===== src/rtl/data_mem_arbiter_if.sv =====
// rtl/data_mem_arbiter_if.sv - CPU, debug and RAM-side signal bundle for the data memory arbiter.
interface data_mem_arbiter_if #(
    parameter int DATA_WIDTH   = 32,
    parameter int MEMORY_DEPTH = 1024
);
    localparam int ADDR_W = $clog2(MEMORY_DEPTH);

    logic                  cpu_req;
    logic                  cpu_we;
    logic [31:0]           cpu_addr;
    logic [DATA_WIDTH-1:0] cpu_wdata;
    logic [DATA_WIDTH-1:0] cpu_rdata;
    logic                  cpu_ack;
    logic                  cpu_err;
    logic                  cpu_stall;

    logic                  dbg_req;
    logic                  dbg_we;
    logic [31:0]           dbg_addr;
    logic [DATA_WIDTH-1:0] dbg_wdata;
    logic [DATA_WIDTH-1:0] dbg_rdata;
    logic                  dbg_ack;
    logic                  dbg_err;

    logic [ADDR_W-1:0]     mem_addr;
    logic                  mem_we;
    logic                  mem_re;
    logic [DATA_WIDTH-1:0] mem_wdata;
    logic [DATA_WIDTH-1:0] mem_rdata;

    modport slave (
        input  cpu_req, cpu_we, cpu_addr, cpu_wdata,
        output cpu_rdata, cpu_ack, cpu_err, cpu_stall,
        input  dbg_req, dbg_we, dbg_addr, dbg_wdata,
        output dbg_rdata, dbg_ack, dbg_err,
        output mem_addr, mem_we, mem_re, mem_wdata,
        input  mem_rdata
    );

    modport master (
        output cpu_req, cpu_we, cpu_addr, cpu_wdata,
        input  cpu_rdata, cpu_ack, cpu_err, cpu_stall,
        output dbg_req, dbg_we, dbg_addr, dbg_wdata,
        input  dbg_rdata, dbg_ack, dbg_err,
        input  mem_addr, mem_we, mem_re, mem_wdata,
        output mem_rdata
    );
endinterface


===== src/rtl/data_mem_arbiter.sv =====
// rtl/data_mem_arbiter.sv - Single-port data RAM arbiter between CPU and debug ports.
module data_mem_arbiter #(
    parameter int          DATA_WIDTH    = 32,
    parameter int          MEMORY_DEPTH  = 1024,
    parameter logic [31:0] RAM_BASE      = 32'hEFFF_8000,
    parameter int          MAX_CPU_BURST = 4
) (
    input  logic               clk,
    input  logic               reset,
    data_mem_arbiter_if.slave  bus
);
    localparam int          ADDR_W    = $clog2(MEMORY_DEPTH);
    localparam logic [31:0] SPAN      = 32'(MEMORY_DEPTH * 4);
    localparam logic [3:0]  BURST_MAX = 4'(MAX_CPU_BURST);

    typedef enum logic [1:0] {
        IDLE  = 2'd0,
        SERVE = 2'd1,
        ACK   = 2'd2
    } state_t;

    state_t                stateQ, stateD;
    logic                  ownerQ;          // 1 = DBG owns the transaction
    logic                  weQ;
    logic                  errQ;
    logic [ADDR_W-1:0]     idxQ;
    logic [DATA_WIDTH-1:0] wdataQ;
    logic [DATA_WIDTH-1:0] rdataQ;
    logic [3:0]            burstCnt;

    logic                  grantCpu, grantDbg, anyGrant;
    logic                  selWe, selErr;
    logic [31:0]           selAddr, selOffset;
    logic [DATA_WIDTH-1:0] selWdata;

    // DBG wins a contested cycle only once the CPU has used up its burst allowance.
    always_comb begin
        grantDbg  = bus.dbg_req & (~bus.cpu_req | (burstCnt == BURST_MAX));
        grantCpu  = bus.cpu_req & ~grantDbg;
        anyGrant  = grantCpu | grantDbg;
        selAddr   = grantDbg ? bus.dbg_addr  : bus.cpu_addr;
        selWe     = grantDbg ? bus.dbg_we    : bus.cpu_we;
        selWdata  = grantDbg ? bus.dbg_wdata : bus.cpu_wdata;
        selOffset = selAddr - RAM_BASE;
        selErr    = (selAddr[1:0] != 2'b00) | (selOffset >= SPAN);
    end

    always_comb begin
        stateD = stateQ;
        case (stateQ)
            IDLE:    if (anyGrant) stateD = SERVE;
            SERVE:   stateD = ACK;
            ACK:     stateD = IDLE;
            default: stateD = IDLE;
        endcase
    end

    always_ff @(posedge clk) begin
        if (!reset) stateQ <= IDLE;
        else        stateQ <= stateD;
    end

    always_ff @(posedge clk) begin
        if (!reset) begin
            ownerQ   <= 1'b0;
            weQ      <= 1'b0;
            errQ     <= 1'b0;
            idxQ     <= '0;
            wdataQ   <= '0;
            rdataQ   <= '0;
            burstCnt <= '0;
        end else begin
            if (stateQ == IDLE && anyGrant) begin
                ownerQ <= grantDbg;
                weQ    <= selWe;
                errQ   <= selErr;
                idxQ   <= selOffset[ADDR_W+1:2];
                wdataQ <= selWdata;
                if (grantDbg)          burstCnt <= '0;
                else if (bus.dbg_req)  burstCnt <= burstCnt + 4'd1;
                else                   burstCnt <= '0;
            end
            if (stateQ == SERVE) begin
                rdataQ <= (weQ | errQ) ? '0 : bus.mem_rdata;
            end
        end
    end

    always_comb begin
        bus.mem_addr  = '0;
        bus.mem_we    = 1'b0;
        bus.mem_re    = 1'b0;
        bus.mem_wdata = '0;
        bus.cpu_ack   = 1'b0;
        bus.cpu_err   = 1'b0;
        bus.cpu_rdata = '0;
        bus.dbg_ack   = 1'b0;
        bus.dbg_err   = 1'b0;
        bus.dbg_rdata = '0;
        case (stateQ)
            SERVE: begin
                bus.mem_addr  = idxQ;
                // Gated by reset so a write caught by reset never lands in RAM.
                bus.mem_we    = weQ & ~errQ & reset;
                bus.mem_re    = ~weQ & ~errQ;
                bus.mem_wdata = wdataQ;
            end
            ACK: begin
                if (ownerQ) begin
                    bus.dbg_ack   = 1'b1;
                    bus.dbg_err   = errQ;
                    bus.dbg_rdata = rdataQ;
                end else begin
                    bus.cpu_ack   = 1'b1;
                    bus.cpu_err   = errQ;
                    bus.cpu_rdata = rdataQ;
                end
            end
            default: ;
        endcase
    end

    assign bus.cpu_stall = bus.cpu_req & ~bus.cpu_ack;
endmodule


===== src/flat_wrapper.sv =====
// flat-port wrapper written by rule: the top's interface ports become plain ports
module data_mem_arbiter_flat 
#(
    parameter int          DATA_WIDTH    = 32,
    parameter int          MEMORY_DEPTH  = 1024,
    parameter logic [31:0] RAM_BASE      = 32'hEFFF_8000,
    parameter int          MAX_CPU_BURST = 4
)
  (clk, reset, bus_cpu_req, bus_cpu_we, bus_cpu_addr, bus_cpu_wdata, bus_cpu_rdata, bus_cpu_ack, bus_cpu_err, bus_cpu_stall, bus_dbg_req, bus_dbg_we, bus_dbg_addr, bus_dbg_wdata, bus_dbg_rdata, bus_dbg_ack, bus_dbg_err, bus_mem_addr, bus_mem_we, bus_mem_re, bus_mem_wdata, bus_mem_rdata);
  data_mem_arbiter_if #(.DATA_WIDTH(DATA_WIDTH), .MEMORY_DEPTH(MEMORY_DEPTH)) bus_i ();
  input  logic clk;
  input  logic reset;
  input wire logic [$bits(bus_i.cpu_req)-1:0] bus_cpu_req;
  input wire logic [$bits(bus_i.cpu_we)-1:0] bus_cpu_we;
  input wire logic [$bits(bus_i.cpu_addr)-1:0] bus_cpu_addr;
  input wire logic [$bits(bus_i.cpu_wdata)-1:0] bus_cpu_wdata;
  output wire logic [$bits(bus_i.cpu_rdata)-1:0] bus_cpu_rdata;
  output wire logic [$bits(bus_i.cpu_ack)-1:0] bus_cpu_ack;
  output wire logic [$bits(bus_i.cpu_err)-1:0] bus_cpu_err;
  output wire logic [$bits(bus_i.cpu_stall)-1:0] bus_cpu_stall;
  input wire logic [$bits(bus_i.dbg_req)-1:0] bus_dbg_req;
  input wire logic [$bits(bus_i.dbg_we)-1:0] bus_dbg_we;
  input wire logic [$bits(bus_i.dbg_addr)-1:0] bus_dbg_addr;
  input wire logic [$bits(bus_i.dbg_wdata)-1:0] bus_dbg_wdata;
  output wire logic [$bits(bus_i.dbg_rdata)-1:0] bus_dbg_rdata;
  output wire logic [$bits(bus_i.dbg_ack)-1:0] bus_dbg_ack;
  output wire logic [$bits(bus_i.dbg_err)-1:0] bus_dbg_err;
  output wire logic [$bits(bus_i.mem_addr)-1:0] bus_mem_addr;
  output wire logic [$bits(bus_i.mem_we)-1:0] bus_mem_we;
  output wire logic [$bits(bus_i.mem_re)-1:0] bus_mem_re;
  output wire logic [$bits(bus_i.mem_wdata)-1:0] bus_mem_wdata;
  input wire logic [$bits(bus_i.mem_rdata)-1:0] bus_mem_rdata;
  assign bus_i.cpu_req = bus_cpu_req;
  assign bus_i.cpu_we = bus_cpu_we;
  assign bus_i.cpu_addr = bus_cpu_addr;
  assign bus_i.cpu_wdata = bus_cpu_wdata;
  assign bus_cpu_rdata = bus_i.cpu_rdata;
  assign bus_cpu_ack = bus_i.cpu_ack;
  assign bus_cpu_err = bus_i.cpu_err;
  assign bus_cpu_stall = bus_i.cpu_stall;
  assign bus_i.dbg_req = bus_dbg_req;
  assign bus_i.dbg_we = bus_dbg_we;
  assign bus_i.dbg_addr = bus_dbg_addr;
  assign bus_i.dbg_wdata = bus_dbg_wdata;
  assign bus_dbg_rdata = bus_i.dbg_rdata;
  assign bus_dbg_ack = bus_i.dbg_ack;
  assign bus_dbg_err = bus_i.dbg_err;
  assign bus_mem_addr = bus_i.mem_addr;
  assign bus_mem_we = bus_i.mem_we;
  assign bus_mem_re = bus_i.mem_re;
  assign bus_mem_wdata = bus_i.mem_wdata;
  assign bus_i.mem_rdata = bus_mem_rdata;
  data_mem_arbiter #(.DATA_WIDTH(DATA_WIDTH), .MEMORY_DEPTH(MEMORY_DEPTH), .RAM_BASE(RAM_BASE), .MAX_CPU_BURST(MAX_CPU_BURST)) u_core (.clk(clk), .reset(reset), .bus(bus_i));
endmodule

===== config.mk =====
export PLATFORM = sky130hd
export DESIGN_NAME = data_mem_arbiter_flat
export DESIGN_NICKNAME = d
export VERILOG_FILES = /design/src/rtl/data_mem_arbiter_if.sv /design/src/rtl/data_mem_arbiter.sv /design/src/flat_wrapper.sv
export SDC_FILE = /design/constraint.sdc
export NUM_CORES = 1
export LEC_CHECK = 0
export ABC_AREA = 1
export CORE_MARGIN = 2
export CORE_UTILIZATION = 43
export CTS_CLUSTER_SIZE = 30
export DETAILED_ROUTE_END_ITERATION = 8
export PLACE_DENSITY = 0.95
export SLEW_MARGIN = 20
export SYNTH_ARGS = -nofsm -noshare
export SYNTH_HDL_FRONTEND = slang
export SYNTH_SLANG_ARGS = --single-unit
export TNS_END_PERCENT = 50

===== constraint.sdc =====
create_clock -name clk -period 5.57 [get_ports clk]
set_clock_uncertainty 0.1 [all_clocks]
set_input_delay 0.557 -clock clk [delete_from_list [all_inputs] [get_ports clk]]
set_output_delay 0.557 -clock clk [all_outputs]
set_load 0.1 [all_outputs]

## After elaboration in Yosys (flattened, before gate mapping)

Index checks and enable logic that the tools add are counted.

- Add/subtract/negate cells: 2
- Order comparisons: 1
- Equality and inequality tests: 4
- Multiplexer cells: 24
- Bitwise operators: 15
- Reductions and logical operators: 3

Operators with widths:

| kind | count |
|---|---|
| $mux W32 | 8 |
| $ge A32 B13 Y1 const B | 1 |
| $sub A32 B32 Y32 const B | 1 |
| $mux W1 | 11 |
| $mux W10 | 1 |
| $mux W4 | 2 |
| $and A1 B1 Y1 | 6 |
| $not A1 Y1 | 5 |
| $add A4 B1 Y4 const B | 1 |
| $eq A4 B3 Y1 const B | 1 |
| $or A1 B1 Y1 | 4 |
| $pmux W2 S2 | 1 |
| $eq A2 B1 Y1 const B | 1 |
| $eq A2 B2 Y1 const B | 1 |
| $logic_not A2 Y1 | 1 |
| $mux W2 | 1 |
| $ne A2 B1 Y1 const B | 1 |
| $reduce_bool A2 Y1 | 1 |
| $logic_and A1 B1 Y1 | 1 |

- Flip-flop bits (word level): 83
- Input bits: 166
- Output and inout bits: 113
- Logic and storage cells: 57

## Depth between registers and ports, before layout

Gate-level depths: netlist of run 1.

- Depth after elaboration: 8
- Gate-level depth with buffers: 19
- Depth with buffers taken out: 18

## Worst setup path after synthesis of run 1

OpenSTA, ideal clock, no wires.

- Path type: register -> output
- Start: reg u_core.stateQ[1]
- End: out bus_cpu_rdata[10]
- Data arrival time: 3829 ps
- Data required time: 4913 ps
- Path slack: 1084 ps
- Cell stages (with the launch flop): 8
- Buffers on the path: 1
- Path through: dfxtp_1 > inv_1 > nor2_1 > inv_1 > nor2_1 > clkinv_1 > clkbuf_1 > nor2_1

- Cells in the longest elaborated chain, start to end: 2

Ends and longest elaborated chain:

| element | line | text |
|---|---|---|
| start, declared | data_mem_arbiter.sv:22 | `state_t stateQ, stateD;` |
| start signal, assigned | data_mem_arbiter.sv:60 | `else stateQ <= stateD;` |
| $eq A2 B2 Y1 | data_mem_arbiter.sv:100 | `case (stateQ)` |
| $mux W32 | data_mem_arbiter.sv:100 |  |
| end, declared | flat_wrapper.sv:17 | `output wire logic [$bits(bus_i.cpu_rdata)-1:0] bus_cpu_rdata;` |

Every way passes these cells.

## Worst setup path after layout of run 1

- Start: reg u_core.stateQ[1]
- End: out bus_cpu_rdata[21]

Same word-level chain as after synthesis.

==> results of run 1 <==
## routing by layer
| layer | vias up | routed length, um | part of all wire | global-route usage |
|---|---|---|---|---|
| met1 | 2770 | 6550 | 0.40 | 0.274 |
| li1 | 3255 | - | - | - |
| met3 | 39 | 1100 | 0.068 | 0.0542 |
| met5 | - | 0 | 0 | 0 |
| met2 | 243 | 8150 | 0.50 | 0.453 |
| met4 | 0 | 465 | 0.029 | 0.0911 |
## worst max-delay path by stage
stage,startpoint,to,slack [ns]
after global routing,u_core.stateQ[1],bus_cpu_rdata[21],1.29
after floorplan,u_core.stateQ[1],bus_cpu_rdata[10],1.08
final,u_core.stateQ[1],bus_cpu_rdata[21],1.64
after CTS,u_core.stateQ[1],bus_cpu_rdata[21],1.60
after detailed placement,bus_dbg_req,u_core.errQ,1.52
after global placement,bus_dbg_req,u_core.errQ,1.63
## power breakdown
part / internal, uW / switching (uW) / leakage, uW / total (uW)
Sequential: 638 / 23.2 / 0.000681 / 661
Combinational: 205 / 320 / 0.00236 / 525
Clock: 398 / 257 / 0.000162 / 655
Total: 1240 / 600 / 0.00321 / 1840
## worst reg2reg max path, stage by stage (launching register included)
cell and delay [ns]:
dfxtp_1 0.38, inv_1 0.07, ha_1 0.21, nand3_2 0.09, nand2_4 0.18, nand2_4 0.56
inv_2 0.55, or2_0 0.33, o21ai_0 0.10, inv_1 0.07, nand3_1 0.08, nand2_1 0.06
nor2_1 0.10, nand2_1 0.06, nor2_1 0.08, nor2_1 0.04
## cell families after synthesis
family                   count (synthesis)  synth area share
AND/OR/NAND/NOR                        526             0.415
buffers and inverters                  166             0.128
AO/OA/AOI/OAI                          131             0.128
flip-flops                              83             0.321
adder cells (fa/ha/maj)                  3           0.00725
XOR/XNOR                                 1           0.00169
## state kept, by name, summed over array words and instances (netlist names)
register and cells:
u_core.burstCnt 4, u_core.wdataQ 32, u_core.rdataQ 32, u_core.stateQ 2
u_core.idxQ 10, u_core.ownerQ 1, u_core.weQ 1, u_core.errQ 1
## per-stage QoR
step	std cells	power [uW]
3_5_place_dp	1288	1200
5_1_grt	1304	1940
2_1_floorplan	910	1000
3_3_place_gp	1288	1190
4_1_cts	1304	1860
6_report	1304	1840
## final cells by class
class / count / area [sq um]
Clock buffer: 9 / 225
Tap cell: 147 / 184
Timing Repair Buffer: 282 / 2810
Sequential cell: 83 / 1660
Multi-Input combinational cell: 661 / 2870
Inverter: 115 / 432
Fill cell: 965 / 3580
Clock inverter: 7 / 98.8
## placed cells by master (no fill, tap or decap), drive strengths merged
master,n
nand2,232
buf,4
ha,3
xor2,1
nand3b,11
or2,3
a211oi,1
o21ai,49
o211ai,1
clkdlybuf4s50,278
nand3,34
nor3,2
nand4,3
nor2,241
inv,117
a21oi,79
clkinv,3
o22ai,1
bufinv,2
dfxtp,83
clkbuf,9
==> reports/results.txt, run 1 <==
Ports: 279
Crit path cell chain: inv_1 -> nor2_1 -> inv_1 -> nor2_1 -> clkinv_1 -> nor2_1 -> clkdlybuf4s50_1
Clock transition at path regs: 0.07 ns
Nets: 1321
Number of synthesized flops with an enable pin: 0
Min-delay src: u_core.idxQ[5]
Dominant synthesized flop cell: dfxtp_1
Post-Route Setup TNS: 0 ns
R2R depth: 15
Final Util: 0.698
Crit path kind: reg2out
Crit share post-route: 0.706
Critical path launch point type: register
#FFs+latches synth: 83
Top cells by count, synth: nor2_1 (235), nand2_1 (226), inv_1 (110), dfxtp_1 (83), a21oi_1 (79)
Synth-to-Final Area Change: 59.9%
HP Class: reg2reg
P_leak: 0.00321 uW
TritonCTS Buffers: 9
Max FO, Critical Path: 34
RR Startpoint: u_core.burstCnt[0]
Core box area: 0.0119 sq mm
CP top delay family: buffers and inverters
Vias: 6307
WHS Path Cells: 2
Worst hold margin: 0.364 ns
Via/cell ratio: 4.84
Yosys cell types: 30
Yosys top cell area share: 0.321
CP peak stage delay: 1.19 ns
Clock sink count: 83
Post-CTS setup buffer count: 0
Slew Viols, Final: 0
Worst VDD drop: 0.168 mV
Sum of buffers and inverters on the critical path: 4
Row count: 40
Number of diodes: 0
Worst-Margin Slew: 1.02 ns
Syn_area_per_cell: 5.69 sq um
RSZ-0062 raised after global routing: false
Post-DP HPWL: 12300 um
Share of synthesized registers carrying an async set or reset: 0
Instance area at placement: 0.00796 sq mm
Buffer depth of the longest clock path: 2
Leading area contributor after synthesis: dfxtp_1
Flop2flop setup slack: 2.42 ns
Worst EP required: 4.91 ns
Die X: 114 um
Crit-path slowest cell: clkdlybuf4s50_1
Syn Inst Count: 910
Worst-Skew Late Latency: 0.33 ns
Final hold vios: 0
DIE AREA: 0.0129 sq mm
Hold_buf cts: 0
CP endpoint kind: primary output
Layout cells sized above 1: 0.0389
Post-route ant nets: 0
Worst slew margin: 0.316
Largest cells by area after synthesis: dfxtp_1 (32%), nor2_1 (17%), nand2_1 (16%), inv_1 (8.0%), a21oi_1 (7.6%)
PwrDens: 222 mW/mm^2
Hold endpoint: u_core.idxQ[5]
Reg2Reg Capture Point: u_core.errQ
Initial antenna violation count: 0
CTS H-tree lvls: 3
Wire length per cell: 12.5 um
Maxcap violations: 0
Dpl ws: 1.52 ns
Peak Freq: 254 MHz
CTS tree: yes
# resized after CTS: 0
Routed WL: 16300 um
Post-Syn Area: 0.00518 sq mm
Finished layout cell area: 0.00828 sq mm
Drc violations: 0
Fin worst setup slack: 1.64 ns
RD Place Congestion: 0.896
Synthesized Nets: 1079
Register area share after synthesis: 0.321
Crit. path cell count: 7
Vias in the first global route: 5742
CTS root buffer: clkbuf_16
Cell mode on critical path: nor2_1
Die Ht: 114 um
Port bufs: 278
Largest net degree at the start of global routing: 73
Gr usage total: 0.245
Initial core utilization: 0.437
Status: complete, no violations
Yosys warnings: 0
1st-iter DRT viols: 333
Tmin final: 3.93 ns
Final setup viols: 0
Total congestion overflow: 0
Global-route wire length before repair: 25900 um
Drt pass-1 iters: 6
Critical Path AT: 3.28 ns
Most common cell in the netlist: nor2_1
(Power assumes the default switching activity.)
==> run 2: changes to the inputs <==
CORE_UTILIZATION = 36   (was 43)
PLACE_DENSITY = 0.88   (was 0.95)
clock period = 3.3 ns   (was 5.57 ns; I/O delays follow)
==> run 2 against run 1 <==
  * Worst hold slack lost 0.0014 ns
  * Critical path depth rose by 1
  * Sequential share of layout area shrank 0.71 points
  * Count of clock-buffer cells in the layout grew 3
  * Largest power group unchanged
  * Critical path type unchanged
==> reports/results.txt, run 2 (synthesis results as in run 1) <==
Status: complete, no violations
Slew Viols, Final: 0 (unchanged)
Worst hold margin: 0.363 ns (-0.00139 ns)
P_leak: 0.00354 uW (+10%)
Initial antenna violation count: 0 (unchanged)
Crit path cell chain: inv_1 -> nor2_1 -> inv_1 -> nor2_2 -> clkinv_1 -> buf_4 -> nor2_1 -> buf_12
Post-CTS setup buffer count: 0 (unchanged)
# resized after CTS: 0 (unchanged)
Vias in the first global route: 5878 (+2.4%)
Row count: 43 (+7.5%)
Int Power: 1970 uW (+58%)
Core box area: 0.0140 sq mm (+18%)
Initial core utilization: 0.370 (-0.0664)
Sum of buffers and inverters on the critical path: 5 (+1)
RSZ-0062 raised after global routing: false
Via/cell ratio: 4.75 (-1.8%)
Crit path kind: reg2out
Clock transition at path regs: 0.06 ns (about the same)
M1 wire length: 6780 um (+3.4%)
Post-route ant nets: 0 (unchanged)
Worst-Margin Slew: 0.730 ns (-0.293 ns)
Vias: 6377 (+1.1%)
CP endpoint kind: primary output
Drt pass-1 iters: 5 (-1)
Max FO, Critical Path: 21 (-38%)
Seq pwr share: 0.378 (+0.019)
Synth-to-Final Area Change: 65.7%
Comb pwr share: 0.308 (+0.023)
Metal3 WL: 1400 um (+27%)
Buffer depth of the longest clock path: 2 (unchanged)
Clock share of power: 0.314 (-0.042)
Gr usage total: 0.220 (-0.0248)
Port bufs: 278 (unchanged)
Instance area at placement: 0.00831 sq mm (+4.4%)
Finished layout cell area: 0.00859 sq mm (+3.7%)
Sw power: 989 uW (+65%)
Maxcap violations: 0 (unchanged)
Global-route wire length before repair: 26800 um (+3.5%)
Worst slew margin: 0.512 (+0.197)
Critical Path AT: 2.27 ns (-1.01 ns)
Drc violations: 0 (unchanged)
Max Used Layer: met4
Die Ht: 124 um (+9.0%)
Clock sink count: 83 (unchanged)
Routed WL: 17100 um (+5.1%)
Final setup viols: 0 (unchanged)
Number of diodes: 0 (unchanged)
Switch share: 0.335 (+0.00876)
Total congestion overflow: 0 (unchanged)
Wire length per cell: 12.7 um (+2.1%)
Peak Freq: 370 MHz
Most frequent cells in the layout: nand2_1 (224), nor2_1 (200), clkdlybuf4s50_1 (165)
1st-iter DRT viols: 347 (+4.2%)
Die X: 124 um (+9.0%)
Hold_buf cts: 0 (unchanged)
Met2 wire length: 8560 um (+5.1%)
Ports: 279 (unchanged)
CTS tree: yes
Largest registers: u_core.rdataQ x32, u_core.wdataQ x32, u_core.idxQ x10
Layout cells sized above 1: 0.169 (+0.130)
CTS H-tree lvls: 3 (unchanged)
DIE AREA: 0.0154 sq mm (+19%)
HP Class: reg2reg
Nets: 1327 (+0.45%)
Final hold vios: 0 (unchanged)
Commonest non-fill, non-tap cell in the layout: nand2_1
Critical path launch point type: register
CP top delay family: buffers and inverters
CP peak stage delay: 0.41 ns (-0.78 ns)
TritonCTS Buffers: 9 (unchanged)
PwrDens: 344 mW/mm^2 (+55%)
Largest net degree at the start of global routing: 79 (+8.2%)
Crit share post-route: 0.818
Post-DP HPWL: 13100 um (+6.5%)
Crit-path slowest cell: clkinv_1
Worst VDD drop: 0.208 mV (+23%)
Worst EP required: 2.87 ns (-2.04 ns)
Worst-Skew Late Latency: 0.33 ns (about the same)
CTS root buffer: clkbuf_16
RD Place Congestion: 0.937 (+4.5%)
Tmin final: 2.70 ns
## run 2: cell types whose count changed in the layout (fill, tap and decap cells not counted), moves of 2 or more
cell / previous run / this run
buf_12: 0 / 37
buf_4: 4 / 86
bufinv_16: 2 / 0
clkbuf_1: 0 / 2
clkdlybuf4s50_1: 278 / 165
inv_6: 2 / 0
nor2_1: 235 / 200
nor2_2: 3 / 38
## run 2: cell type report
class | count | area [sq um]
Inverter | 115 | 432
Timing Repair Buffer | 288 | 3040
Clock inverter | 4 | 26.3
Clock buffer | 12 | 246
Sequential cell | 83 | 1660
Multi-Input combinational cell | 661 | 2960
Tap cell | 180 | 225
Fill cell | 1285 | 5400
## run 2: through the flow
step                      TNS, ns  power, uW  instances   util  worst slack (ns)
after floorplan            -10.98       1700        910      -            -0.351
after global placement          0       2040       1327  0.594             0.599
after detailed placement        0       2050       1327  0.594             0.516
after CTS                       0       2980       1343  0.614             0.555
after global routing            0       3120       1343  0.614             0.349
final                           0       2960       1343  0.614             0.601
## run 2: worst paths after layout
kind / start / endpoint / slack [ns] / cells after the start
max: u_core.stateQ[1] / bus_cpu_rdata[14] / 0.60 / 8
min: u_core.wdataQ[28] / u_core.wdataQ[28] / 0.36 / 2
max reg2reg: u_core.burstCnt[0] / u_core.errQ / 0.62 / 17
min reg2reg: u_core.wdataQ[28] / u_core.wdataQ[28] / 0.36 / 2
## run 2: worst register-to-register path: cells and delay by family (launching register included)
family	cells	cell delay [ns]
adders and majority gates	1	0.21
buffers and inverters	2	0.37
DFF	1	0.38
and+or+nand+nor	14	1.49
## run 2: power groups by stage
stage / registers (uW) / logic [uW] / clock network (uW)
after global placement: 1130 / 901 / 0
after CTS: 1120 / 914 / 954
after detailed placement: 1140 / 910 / 0
after floorplan: 1130 / 568 / 0
after global routing: 1130 / 997 / 1000
final: 1120 / 911 / 927
## run 2: per-layer routing
metal	vias up	GRT usage
met1	2859	0.246
met5	-	0
met3	21	0.0614
li1	3272	-
met2	225	0.401
met4	0	0.0751
==> run 3: changes to the inputs <==
clock period = 2.3 ns   (was 3.3 ns; I/O delays follow)
==> run 3 against run 2 <==
  * The flow now finishes with violations (setup timing)
  * First-iteration DRC count is 28% higher
  * Cell area up 22%
  * Critical path type is now reg2reg
  * Count of clock-buffer cells in the layout down 2
  * Total power rose by 62%
  * Clock power grew 73%
  * Via count rose by 6.0%
  * Critical endpoint is now u_core.errQ
  * Wire length up 14%
  * Global-route usage is 2.9 points higher
  * Die area stayed put
  * Sequential share of layout area fell by 3.4 points
  * Core utilization up 13 points
  * Non-clock buffer count increased by 32
==> reports/results.txt, run 3 (synthesis results as in run 1) <==
Port bufs: 278 (unchanged)
Wire length per cell: 14.1 um (+11%)
Switch share: 0.331 (-0.00367)
Worst-Margin Slew: 0.465 ns (-0.265 ns)
Failing checks: setup timing
# fillers: 961 (-25%)
Tmin final: 2.31 ns
Vias in the first global route: 6440 (+9.6%)
Ports: 279 (unchanged)
Buffer depth of the longest clock path: 2 (unchanged)
Worst EP required: 2.43 ns (-0.44 ns)
Worst slew margin: 0.690 (+0.177)
RD Place Congestion: 0.927 (-1.0%)
Commonest non-fill, non-tap cell in the layout: nand2_1
Clock share of power: 0.334 (+0.020)
Sw power: 1590 uW (+61%)
Dpl ws: -0.201 ns (-0.717 ns)
Initial antenna violation count: 1 (+1)
Comb pwr share: 0.331 (+0.023)
Worst hold margin: 0.344 ns (-0.0192 ns)
Gr usage total: 0.249 (+0.0286)
Crit path cell chain: inv_2 -> ha_4 -> nand3_4 -> nand2_8 -> nand3_1 -> nand2_4 -> buf_4 -> buf_4 -> nand3_2 -> nor2_4 -> nand2_1 -> nand2_1 -> nand2_1 -> nor2_1 -> nand3_1 -> nor2_1 -> nor2_1
Clock sink count: 83 (unchanged)
DIE AREA: 0.0154 sq mm (unchanged)
Largest net degree at the start of global routing: 43 (-46%)
Int Power: 3210 uW (+63%)
CTS H-tree lvls: 3 (unchanged)
Total congestion overflow: 0 (unchanged)
RSZ-0062 raised after global routing: true
Crit share post-route: 1.00
Most frequent cells in the layout: nand2_1 (216), clkdlybuf4s50_1 (164), nor2_1 (160)
Clock transition at path regs: 0.07 ns (about the same)
Initial core utilization: 0.370 (unchanged)
TritonCTS Buffers: 9 (unchanged)
Maxcap violations: 0 (unchanged)
PwrDens: 459 mW/mm^2 (+33%)
Die Ht: 124 um (unchanged)
Status: finished with violations
Post-DP HPWL: 15200 um (+16%)
Synth-to-Final Area Change: 102%
Post-route ant nets: 0 (unchanged)
Vias: 6757 (+6.0%)
Nets: 1359 (+2.4%)
Core box area: 0.0140 sq mm (unchanged)
Final setup viols: 1 (+1)
Drc violations: 0 (unchanged)
Row count: 43 (unchanged)
Drt pass-1 iters: 5 (unchanged)
CTS root buffer: clkbuf_16
Fin worst setup slack: -0.00514 ns (-0.606 ns)
Largest registers: u_core.rdataQ x32, u_core.wdataQ x32, u_core.idxQ x10
Critical Path AT: 2.43 ns (+0.16 ns)
Crit path kind: reg2reg
Layout cells sized above 1: 0.244 (+0.0750)
Final hold vios: 0 (unchanged)
Slew Viols, Final: 0 (unchanged)
Max FO, Critical Path: 6 (-71%)
Worst-Skew Late Latency: 0.34 ns (about the same)
Die X: 124 um (unchanged)
Crit-path slowest cell: dfxtp_2
1st-iter DRT viols: 443 (+28%)
Peak Freq: 434 MHz
CP peak stage delay: 0.32 ns (-0.09 ns)
CTS tree: yes
Critical path launch point type: register
Seq pwr share: 0.335 (-0.043)
Worst VDD drop: 0.476 mV (+130%)
Via/cell ratio: 4.91 (+3.4%)
Routed WL: 19400 um (+14%)
P_leak: 0.00399 uW (+13%)
Global-route wire length before repair: 30000 um (+12%)
CP endpoint kind: register
HP Class: in2reg
[run 3: final timing paths]
| kind | start | end | slack [ns] | cells after the start |
|---|---|---|---|---|
| worst min register to register | u_core.rdataQ[6] | u_core.rdataQ[6] | 0.36 | 2 |
| worst min-delay path | bus_mem_rdata[4] | u_core.rdataQ[4] | 0.34 | 3 |
| worst max register to register | u_core.burstCnt[0] | u_core.errQ | -0.005 | 17 |
| worst max-delay path | u_core.burstCnt[0] | u_core.errQ | -0.005 | 17 |
[run 3: final cells by class]
class | instances | area (sq um) | share of cell area
Clock buffer | 10 | 239 | 0.0229
Sequential cell | 83 | 1660 | 0.159
Tap cell | 180 | 225 | 0.0216
Inverter | 115 | 437 | 0.0418
Timing Repair Buffer | 320 | 4300 | 0.411
Antenna cell | 1 | 2.50 | 0.000239
Clock inverter | 6 | 87.6 | 0.00838
Multi-Input combinational cell | 661 | 3500 | 0.335
[run 3: worst max-delay path, delay by kind of cell (launching register included)]
kind,cells,cell delay [ns]
adders and majority gates,1,0.14
buffers and inverters,3,0.28
DFF,1,0.32
and+or+nand+nor,13,1.35
[run 3: power groups by stage]
stage | sequential [uW] | combinational, uW | clock (uW)
5_1_grt | 1620 | 1710 | 1690
3_5_place_dp | 1640 | 1540 | 0
6_report | 1610 | 1590 | 1600
4_1_cts | 1600 | 1560 | 1630
2_1_floorplan | 1620 | 877 | 0
3_3_place_gp | 1630 | 1510 | 0
[run 3: metal layers]
metal / vias to the layer above / track usage / wire, um
li1: 3343 / - / -
met4: 0 / 0.116 / 682
met3: 55 / 0.0824 / 1970
met1: 3034 / 0.258 / 6930
met5: - / 0 / 0
met2: 325 / 0.452 / 9870
[run 3: stage by stage]
step	std cells	util	TNS (ns)	total power, uW	area (sq um)
floorplan	910	-	-8.06	2500	5750
global placement	1355	0.712	-0.132	3140	9960
detailed placement	1355	0.712	-0.301	3180	9960
CTS	1374	0.738	0	4800	10300
global route	1376	0.747	-0.158	5010	10500
finish	1376	0.747	-0.00514	4800	10500
[run 3: timing repair]
action | CTS | global route
setup endpoints to repair | 1 | 1
pin swaps | 6 | 15
gates resized for setup | 6 | 27
setup buffers | 3 | 1
hold buffers | 0 | 0
hold endpoints to repair | 0 | 0
